--- config.mk ---
export PLATFORM = sky130hd
export DESIGN_NAME = control_hazard_unit_flat
export DESIGN_NICKNAME = d
export VERILOG_FILES = /design/src/rtl/control_hazard_unit_if.sv /design/src/rtl/control_hazard_unit.sv /design/src/flat_wrapper.sv
export SDC_FILE = /design/constraint.sdc
export NUM_CORES = 1
export LEC_CHECK = 0
export BUFFER_PORTS_ARGS = -buffer_cell sky130_fd_sc_hd__buf_2
export CORE_AREA = 5 5 64 66
export DETAILED_ROUTE_END_ITERATION = 8
export DIE_AREA = 0 0 69 71
export PLACE_DENSITY_LB_ADDON = 0.1
export SETUP_SLACK_MARGIN = 0.15
export SLEW_MARGIN = 25
export SYNTH_ARGS = -nofsm -noshare
export SYNTH_HDL_FRONTEND = slang
export SYNTH_SLANG_ARGS = --single-unit
--- constraint.sdc ---
create_clock -name clk -period 5.1 [get_ports clk]
set_clock_uncertainty 0.05 [all_clocks]
set_input_delay 0 -clock clk [delete_from_list [all_inputs] [get_ports clk]]
set_output_delay 0 -clock clk [all_outputs]
set_load 0.03 [all_outputs]
--- src/rtl/control_hazard_unit_if.sv ---
// Decode/hazard bus between the ID-stage datapath and control_hazard_unit.
interface control_hazard_unit_if;
    logic [31:0] instrD;
    logic        equalD;
    logic        regWrite;
    logic        regDst;
    logic        memWrite;
    logic        mem2Reg;
    logic        aluSrcB;
    logic [2:0]  aluControl;
    logic        pcSrc;
    logic        jump;
    logic [1:0]  fad;
    logic [1:0]  fbd;
    logic        stall;
    logic        flush;

    modport master (
        output instrD, equalD,
        input  regWrite, regDst, memWrite, mem2Reg, aluSrcB, aluControl,
        input  pcSrc, jump, fad, fbd, stall, flush
    );

    modport slave (
        input  instrD, equalD,
        output regWrite, regDst, memWrite, mem2Reg, aluSrcB, aluControl,
        output pcSrc, jump, fad, fbd, stall, flush
    );
endinterface

--- src/rtl/control_hazard_unit.sv ---
// ID-stage decode, EX/MEM/WB shadow pipeline, forwarding, stall and flush.
// Optional JUMP_EN macro enables decode of op 0x02 (j).
module control_hazard_unit #(
    parameter bit NOP_ON_INVALID = 1'b1
) (
    input  logic                  clk,
    input  logic                  rst,
    control_hazard_unit_if.slave  hif
);
    localparam logic [5:0] OP_RTYPE = 6'h00;
    localparam logic [5:0] OP_J     = 6'h02;
    localparam logic [5:0] OP_BEQ   = 6'h04;
    localparam logic [5:0] OP_ADDI  = 6'h08;
    localparam logic [5:0] OP_LW    = 6'h23;
    localparam logic [5:0] OP_SW    = 6'h2B;

    typedef struct packed {
        logic       reg_write;
        logic       mem2reg;
        logic [4:0] write_reg;
    } shadow_t;

    logic [5:0] op, funct;
    logic [4:0] rs_d, rt_d, rd_d;
    logic       unused_instr;

    assign op    = hif.instrD[31:26];
    assign rs_d  = hif.instrD[25:21];
    assign rt_d  = hif.instrD[20:16];
    assign rd_d  = hif.instrD[15:11];
    assign funct = hif.instrD[5:0];
    assign unused_instr = ^hif.instrD[10:6];

    logic       dec_rw, dec_rdst, dec_mw, dec_m2r, dec_asb, is_beq, is_jump;
    logic [2:0] dec_alu;
    logic       funct_ok;
    logic [2:0] funct_alu;

    always_comb begin
        funct_ok  = 1'b1;
        funct_alu = 3'b010;
        case (funct)
            6'h20:   funct_alu = 3'b010;
            6'h22:   funct_alu = 3'b110;
            6'h24:   funct_alu = 3'b000;
            6'h25:   funct_alu = 3'b001;
            6'h2A:   funct_alu = 3'b111;
            default: funct_ok  = 1'b0;
        endcase
    end

    always_comb begin
        dec_rw   = 1'b0;
        dec_rdst = 1'b0;
        dec_mw   = 1'b0;
        dec_m2r  = 1'b0;
        dec_asb  = 1'b0;
        dec_alu  = 3'b000;
        is_beq   = 1'b0;
        is_jump  = 1'b0;
        case (op)
            OP_RTYPE: begin
                // Unknown funct falls back to add only when NOP_ON_INVALID is cleared
                if (funct_ok || !NOP_ON_INVALID) begin
                    dec_rw   = 1'b1;
                    dec_rdst = 1'b1;
                    dec_alu  = funct_alu;
                end
            end
            OP_LW: begin
                dec_rw  = 1'b1;
                dec_m2r = 1'b1;
                dec_asb = 1'b1;
                dec_alu = 3'b010;
            end
            OP_SW: begin
                dec_mw  = 1'b1;
                dec_asb = 1'b1;
                dec_alu = 3'b010;
            end
            OP_BEQ: begin
                dec_alu = 3'b110;
                is_beq  = 1'b1;
            end
            OP_ADDI: begin
                dec_rw  = 1'b1;
                dec_asb = 1'b1;
                dec_alu = 3'b010;
            end
`ifdef JUMP_EN
            OP_J:    is_jump = 1'b1;
`endif
            default: ;
        endcase
    end

    logic [4:0] write_reg_d;
    assign write_reg_d = dec_rw ? (dec_rdst ? rd_d : rt_d) : 5'd0;

    shadow_t    sh_e, sh_m, sh_w;
    logic [4:0] rs_e, rt_e;
    logic       load_use, branch_stall, stall;

    always_ff @(posedge clk or posedge rst) begin
        if (rst) begin
            sh_e <= '0;
            sh_m <= '0;
            sh_w <= '0;
            rs_e <= '0;
            rt_e <= '0;
        end else begin
            sh_w <= sh_m;
            sh_m <= sh_e;
            if (stall) begin
                sh_e <= '0;
                rs_e <= '0;
                rt_e <= '0;
            end else begin
                sh_e <= '{reg_write: dec_rw, mem2reg: dec_m2r, write_reg: write_reg_d};
                rs_e <= rs_d;
                rt_e <= rt_d;
            end
        end
    end

    logic e_hits_d, m_hits_d;
    assign e_hits_d = (sh_e.write_reg != 5'd0) &&
                      ((sh_e.write_reg == rs_d) || (sh_e.write_reg == rt_d));
    assign m_hits_d = (sh_m.write_reg != 5'd0) &&
                      ((sh_m.write_reg == rs_d) || (sh_m.write_reg == rt_d));

    // A jump's rs/rt fields are not operands, so it must never trip load-use
    assign load_use     = sh_e.mem2reg && e_hits_d && !is_jump;
    assign branch_stall = is_beq && ((sh_e.reg_write && e_hits_d) || (sh_m.mem2reg && m_hits_d));
    assign stall        = load_use || branch_stall;

    always_comb begin
        hif.fad = 2'd0;
        if (sh_m.reg_write && (sh_m.write_reg == rs_e) && (rs_e != 5'd0))
            hif.fad = 2'd1;
        else if (sh_w.reg_write && (sh_w.write_reg == rs_e) && (rs_e != 5'd0))
            hif.fad = 2'd2;
    end

    always_comb begin
        hif.fbd = 2'd0;
        if (sh_m.reg_write && (sh_m.write_reg == rt_e) && (rt_e != 5'd0))
            hif.fbd = 2'd1;
        else if (sh_w.reg_write && (sh_w.write_reg == rt_e) && (rt_e != 5'd0))
            hif.fbd = 2'd2;
    end

    assign hif.regWrite   = dec_rw   & ~stall;
    assign hif.regDst     = dec_rdst & ~stall;
    assign hif.memWrite   = dec_mw   & ~stall;
    assign hif.mem2Reg    = dec_m2r  & ~stall;
    assign hif.aluSrcB    = dec_asb  & ~stall;
    assign hif.aluControl = stall ? 3'b000 : dec_alu;
    assign hif.pcSrc      = is_beq & hif.equalD & ~stall;
    assign hif.jump       = is_jump;
    assign hif.stall      = stall;
    assign hif.flush      = hif.pcSrc | is_jump;
endmodule
--- src/flat_wrapper.sv ---
// flat-port wrapper written by rule: the top's interface ports become plain ports
module control_hazard_unit_flat 
#(
    parameter bit NOP_ON_INVALID = 1'b1
)
  (clk, rst, hif_instrD, hif_equalD, hif_regWrite, hif_regDst, hif_memWrite, hif_mem2Reg, hif_aluSrcB, hif_aluControl, hif_pcSrc, hif_jump, hif_fad, hif_fbd, hif_stall, hif_flush);
  control_hazard_unit_if hif_i ();
  input  logic clk;
  input  logic rst;
  input wire logic [$bits(hif_i.instrD)-1:0] hif_instrD;
  input wire logic [$bits(hif_i.equalD)-1:0] hif_equalD;
  output wire logic [$bits(hif_i.regWrite)-1:0] hif_regWrite;
  output wire logic [$bits(hif_i.regDst)-1:0] hif_regDst;
  output wire logic [$bits(hif_i.memWrite)-1:0] hif_memWrite;
  output wire logic [$bits(hif_i.mem2Reg)-1:0] hif_mem2Reg;
  output wire logic [$bits(hif_i.aluSrcB)-1:0] hif_aluSrcB;
  output wire logic [$bits(hif_i.aluControl)-1:0] hif_aluControl;
  output wire logic [$bits(hif_i.pcSrc)-1:0] hif_pcSrc;
  output wire logic [$bits(hif_i.jump)-1:0] hif_jump;
  output wire logic [$bits(hif_i.fad)-1:0] hif_fad;
  output wire logic [$bits(hif_i.fbd)-1:0] hif_fbd;
  output wire logic [$bits(hif_i.stall)-1:0] hif_stall;
  output wire logic [$bits(hif_i.flush)-1:0] hif_flush;
  assign hif_i.instrD = hif_instrD;
  assign hif_i.equalD = hif_equalD;
  assign hif_regWrite = hif_i.regWrite;
  assign hif_regDst = hif_i.regDst;
  assign hif_memWrite = hif_i.memWrite;
  assign hif_mem2Reg = hif_i.mem2Reg;
  assign hif_aluSrcB = hif_i.aluSrcB;
  assign hif_aluControl = hif_i.aluControl;
  assign hif_pcSrc = hif_i.pcSrc;
  assign hif_jump = hif_i.jump;
  assign hif_fad = hif_i.fad;
  assign hif_fbd = hif_i.fbd;
  assign hif_stall = hif_i.stall;
  assign hif_flush = hif_i.flush;
  control_hazard_unit #(.NOP_ON_INVALID(NOP_ON_INVALID)) u_core (.clk(clk), .rst(rst), .hif(hif_i));
endmodule
==> impl_metrics.py <==
metrics = {
    "route": {
        "met1_length_um": 1610,
        "drtIter0Drc": 42,
        "final_antenna_net_count": 0,
        "post_drt_wl_per_cell_um": 14.8,
        "top_layer_used": "met4",
        "routed_wl_um": 4130,
        "route.detailed.drc": 0,
        "vias": 1472,
        "first_pass_iters": 4,
        "wl_met3_um": 235,
        "wl_met2_um": 2230,
        "viasPerCell": 5.28,
    },
    "finish": {
        "layout-drive-gt1-share": 0.346,
        "nFillCells": 299,
        "mostFrequentLayoutCell": "buf_2",
        "layout_common_cells": "44 x buf_2, 30 x dfrtp_1, 24 x xnor2_1",
        "final_area_mm2": 0.00232,
        "areaGrowthSynthToFinish_pct": 25.4,
        "diodes": 0,
        "nNetsFinal": 265,
        "finalNonFillerCells": 279,
    },
    "synthesis": {
        "seq_area_frac_synth": 0.405,
        "avgSynthCellArea_um2": 11.0,
        "synth_top_area_frac": 0.405,
        "yosysTopAreaCell": "dfrtp_1",
        "yosys_warnings": 0,
        "synth_async_sr_flop_share": 1.00,
        "ys_types": 38,
        "netlist_area_mm2": 0.00185,
        "synthTopCellsByArea": "dfrtp_1 41%, xnor2_1 11%, xor2_1 7.6%, nor3b_2 7.4%, nor3_2 4.3%",
        "syn-num-nets": 204,
        "synth_ff_type": "dfrtp_1",
        "netlist_instances": 169,
        "synth_edf_count": 0,
        "ys_ff_latch": 30,
    },
    "pwr": {
        "p_leak_uw": 0.00109,
        "ir_drop_mv": 0.143,
        "powerDensity_mw_per_mm2": 200,
    },
    "global_route": {
        "grt_use_total": 0.187,
        "grt_max_degree": 31,
        "overflow": 0,
        "grt_pass1_wl_um": 7330,
        "antenna_found_initial": 0,
        "grt_pass1_vias": 1583,
    },
    "worst_setup_path": {
        "r2r-start": "u_core.sh_m[1]$_DFF_PP0_",
        "arrival_ns": 3.04,
        "crit_path_max_incr_delay_ns": 0.67,
        "r2r_cells": 7,
        "cp_max_fo": 14,
        "ff2ff_setup_slack_ns": 2.22,
        "start_kind": "flip-flop",
        "worstSetupEndpointType": "flip-flop",
        "critical_path.cell_chain": "xor2_1 > nor3_1 > nand3_1 > a211oi_4 > buf_4 > nor4_1 > dlygate4sd3_1",
        "r2r_end": "u_core.sh_e[5]$_DFF_PP0_",
        "path_class": "flip-flop to flip-flop",
        "critical_path_required_ns": 5.26,
        "slowest_stage": "a211oi_4",
    },
    "timing": {
        "setup_violations": 0,
        "achievable-frequency_ghz": 0.347,
        "finalCritPeriodShare": 0.566,
        "slew_violations": 0,
        "rsz0062_at_grt": "no",
        "timing_hold_violations_final": 0,
        "tightest_slew_ns": 0.765,
        "relSlewSlack": 0.488,
        "post-route-min-period_ns": 2.88,
        "tns_ns": 0,
        "worst_slack_ns": 2.22,
    },
    "clock_tree": {
        "clock-sinks": 30,
        "cts_buffers": 5,
        "cts_root_buffer": "clkbuf_4",
        "cts_tree": "yes",
        "cts.htree.levels": 2,
        "clkTransAtPathRegs_ns": 0.09,
        "ctsResizeCount": 0,
        "clkLatencyLatePin_ns": 0.32,
        "cts_setup_buffers": 0,
        "clk_path_buf_depth": 2,
        "cts_hold_buf": 21,
    },
    "outcome": {
        "status": "finished, final reports clean",
    },
    "placement": {
        "port_buffers": 44,
        "post-place-ws_ns": 2.66,
        "dpl_cell_area_mm2": 0.00205,
        "place_inst": 250,
        "dp_hpwl_um": 3120,
        "place.gp.congestion": 0.771,
    },
    "min_path": {
        "hold_depth": 5,
        "min-delay-start": "hif_instrD[30]",
        "whs_endpoint": "u_core.sh_e[6]$_DFF_PP0_",
        "hold_class": "input pin to flip-flop",
    },
    "die": {
        "start_util": 0.526,
        "num_io_pins": 51,
        "die_y_um": 71,
        "fp-row-count": 22,
        "die_area_mm2": 0.00490,
        "die_w_um": 69,
        "core_area_mm2": 0.00352,
    },
    "job": {
        "maxCapViolCount": 0,
    },
}
## per-stage QoR
| stage | hold WS [ns] | utilization | total power, uW |
|---|---|---|---|
| finish | 0.212 | 0.659 | 464 |
| global route | 0.273 | 0.659 | 487 |
| CTS | 0.214 | 0.659 | 468 |
| detailed placement | 0.0588 | 0.582 | 313 |
| global placement | 0.168 | 0.582 | 310 |
| floorplan | 0.0408 | - | 290 |
## final cells by class
cell class / count / area (um^2) / area share
Clock buffer: 7 / 55.1 / 0.0237
Multi-Input combinational cell: 124 / 998 / 0.430
Timing Repair Buffer: 67 / 445 / 0.192
Sequential cell: 30 / 751 / 0.323
Inverter: 2 / 7.51 / 0.00323
Clock inverter: 1 / 5.00 / 0.00216
Tap cell: 48 / 60.1 / 0.0259
## worst max-delay path, delay by kind of cell, from the launching register on
kind / cells / cell delay (ns)
AO/OA/AOI/OAI: 1 / 0.67
buffers and inverters: 2 / 0.92
AND/OR/NAND/NOR: 3 / 0.43
flip-flops: 1 / 0.51
XOR/XNOR: 1 / 0.19
## registers in the layout, summed over array words and instances (netlist names)
| name | cells |
|---|---|
| u_core.sh_m | 7 |
| u_core.rs_e | 5 |
| u_core.sh_e | 7 |
| u_core.sh_w | 6 |
| u_core.rt_e | 5 |
## how the worst max path moves through the flow
stage / depth (start not counted) / slack (ns) / from / to
4_1_cts: 7 / 2.20 / u_core.sh_m[3]$_DFF_PP0_ / u_core.sh_e[5]$_DFF_PP0_
3_5_place_dp: 7 / 2.66 / u_core.sh_m[3]$_DFF_PP0_ / hif_stall
5_1_grt: 7 / 2.04 / u_core.sh_m[1]$_DFF_PP0_ / u_core.sh_e[5]$_DFF_PP0_
3_3_place_gp: 7 / 2.67 / u_core.sh_m[2]$_DFF_PP0_ / hif_stall
2_1_floorplan: 5 / 2.53 / u_core.sh_m[0]$_DFF_PP0_ / u_core.sh_e[5]$_DFF_PP0_
6_report: 7 / 2.22 / u_core.sh_m[1]$_DFF_PP0_ / u_core.sh_e[5]$_DFF_PP0_
## logic make-up (layout without fill, tap and decap cells)
| group | Yosys count | count (layout) | share of synthesized area |
|---|---|---|---|
| compound gates | 14 | 14 | 0.0655 |
| buf+inv | 15 | 77 | 0.0595 |
| simple gates | 68 | 68 | 0.273 |
| xor+xnor | 40 | 40 | 0.189 |
| other cells | 1 | 1 | 0.00203 |
| flops | 30 | 30 | 0.405 |
| mux | 1 | 1 | 0.00541 |
## cell usage after synthesis (2+ instances only)
cell / count
dfrtp_1: 30
xnor2_1: 24
xor2_1: 16
nor3b_2: 11
nor3_2: 8
nand2_1: 7
a22oi_1: 6
nor4_1: 6
buf_6: 5
nand3_1: 5
nor2_1: 5
nor3_1: 5
buf_4: 4
nand4_1: 4
a21oi_1: 3
or4_1: 3
and3_1: 2
buf_1: 2
inv_1: 2
nor3b_1: 2
nor4b_1: 2
## per-layer routing
layer / vias to the layer above / global-route usage
li1: 715 / -
met1: 705 / 0.215
met2: 47 / 0.342
met3: 5 / 0.0426
met4: 0 / 0.0586
met5: - / 0
## power breakdown
part	switching, uW	total [uW]	internal (uW)
Combinational	31.1	67.6	36.6
Sequential	7.44	251	244
Clock	78.9	146	66.7
(Power assumes the default switching activity.)
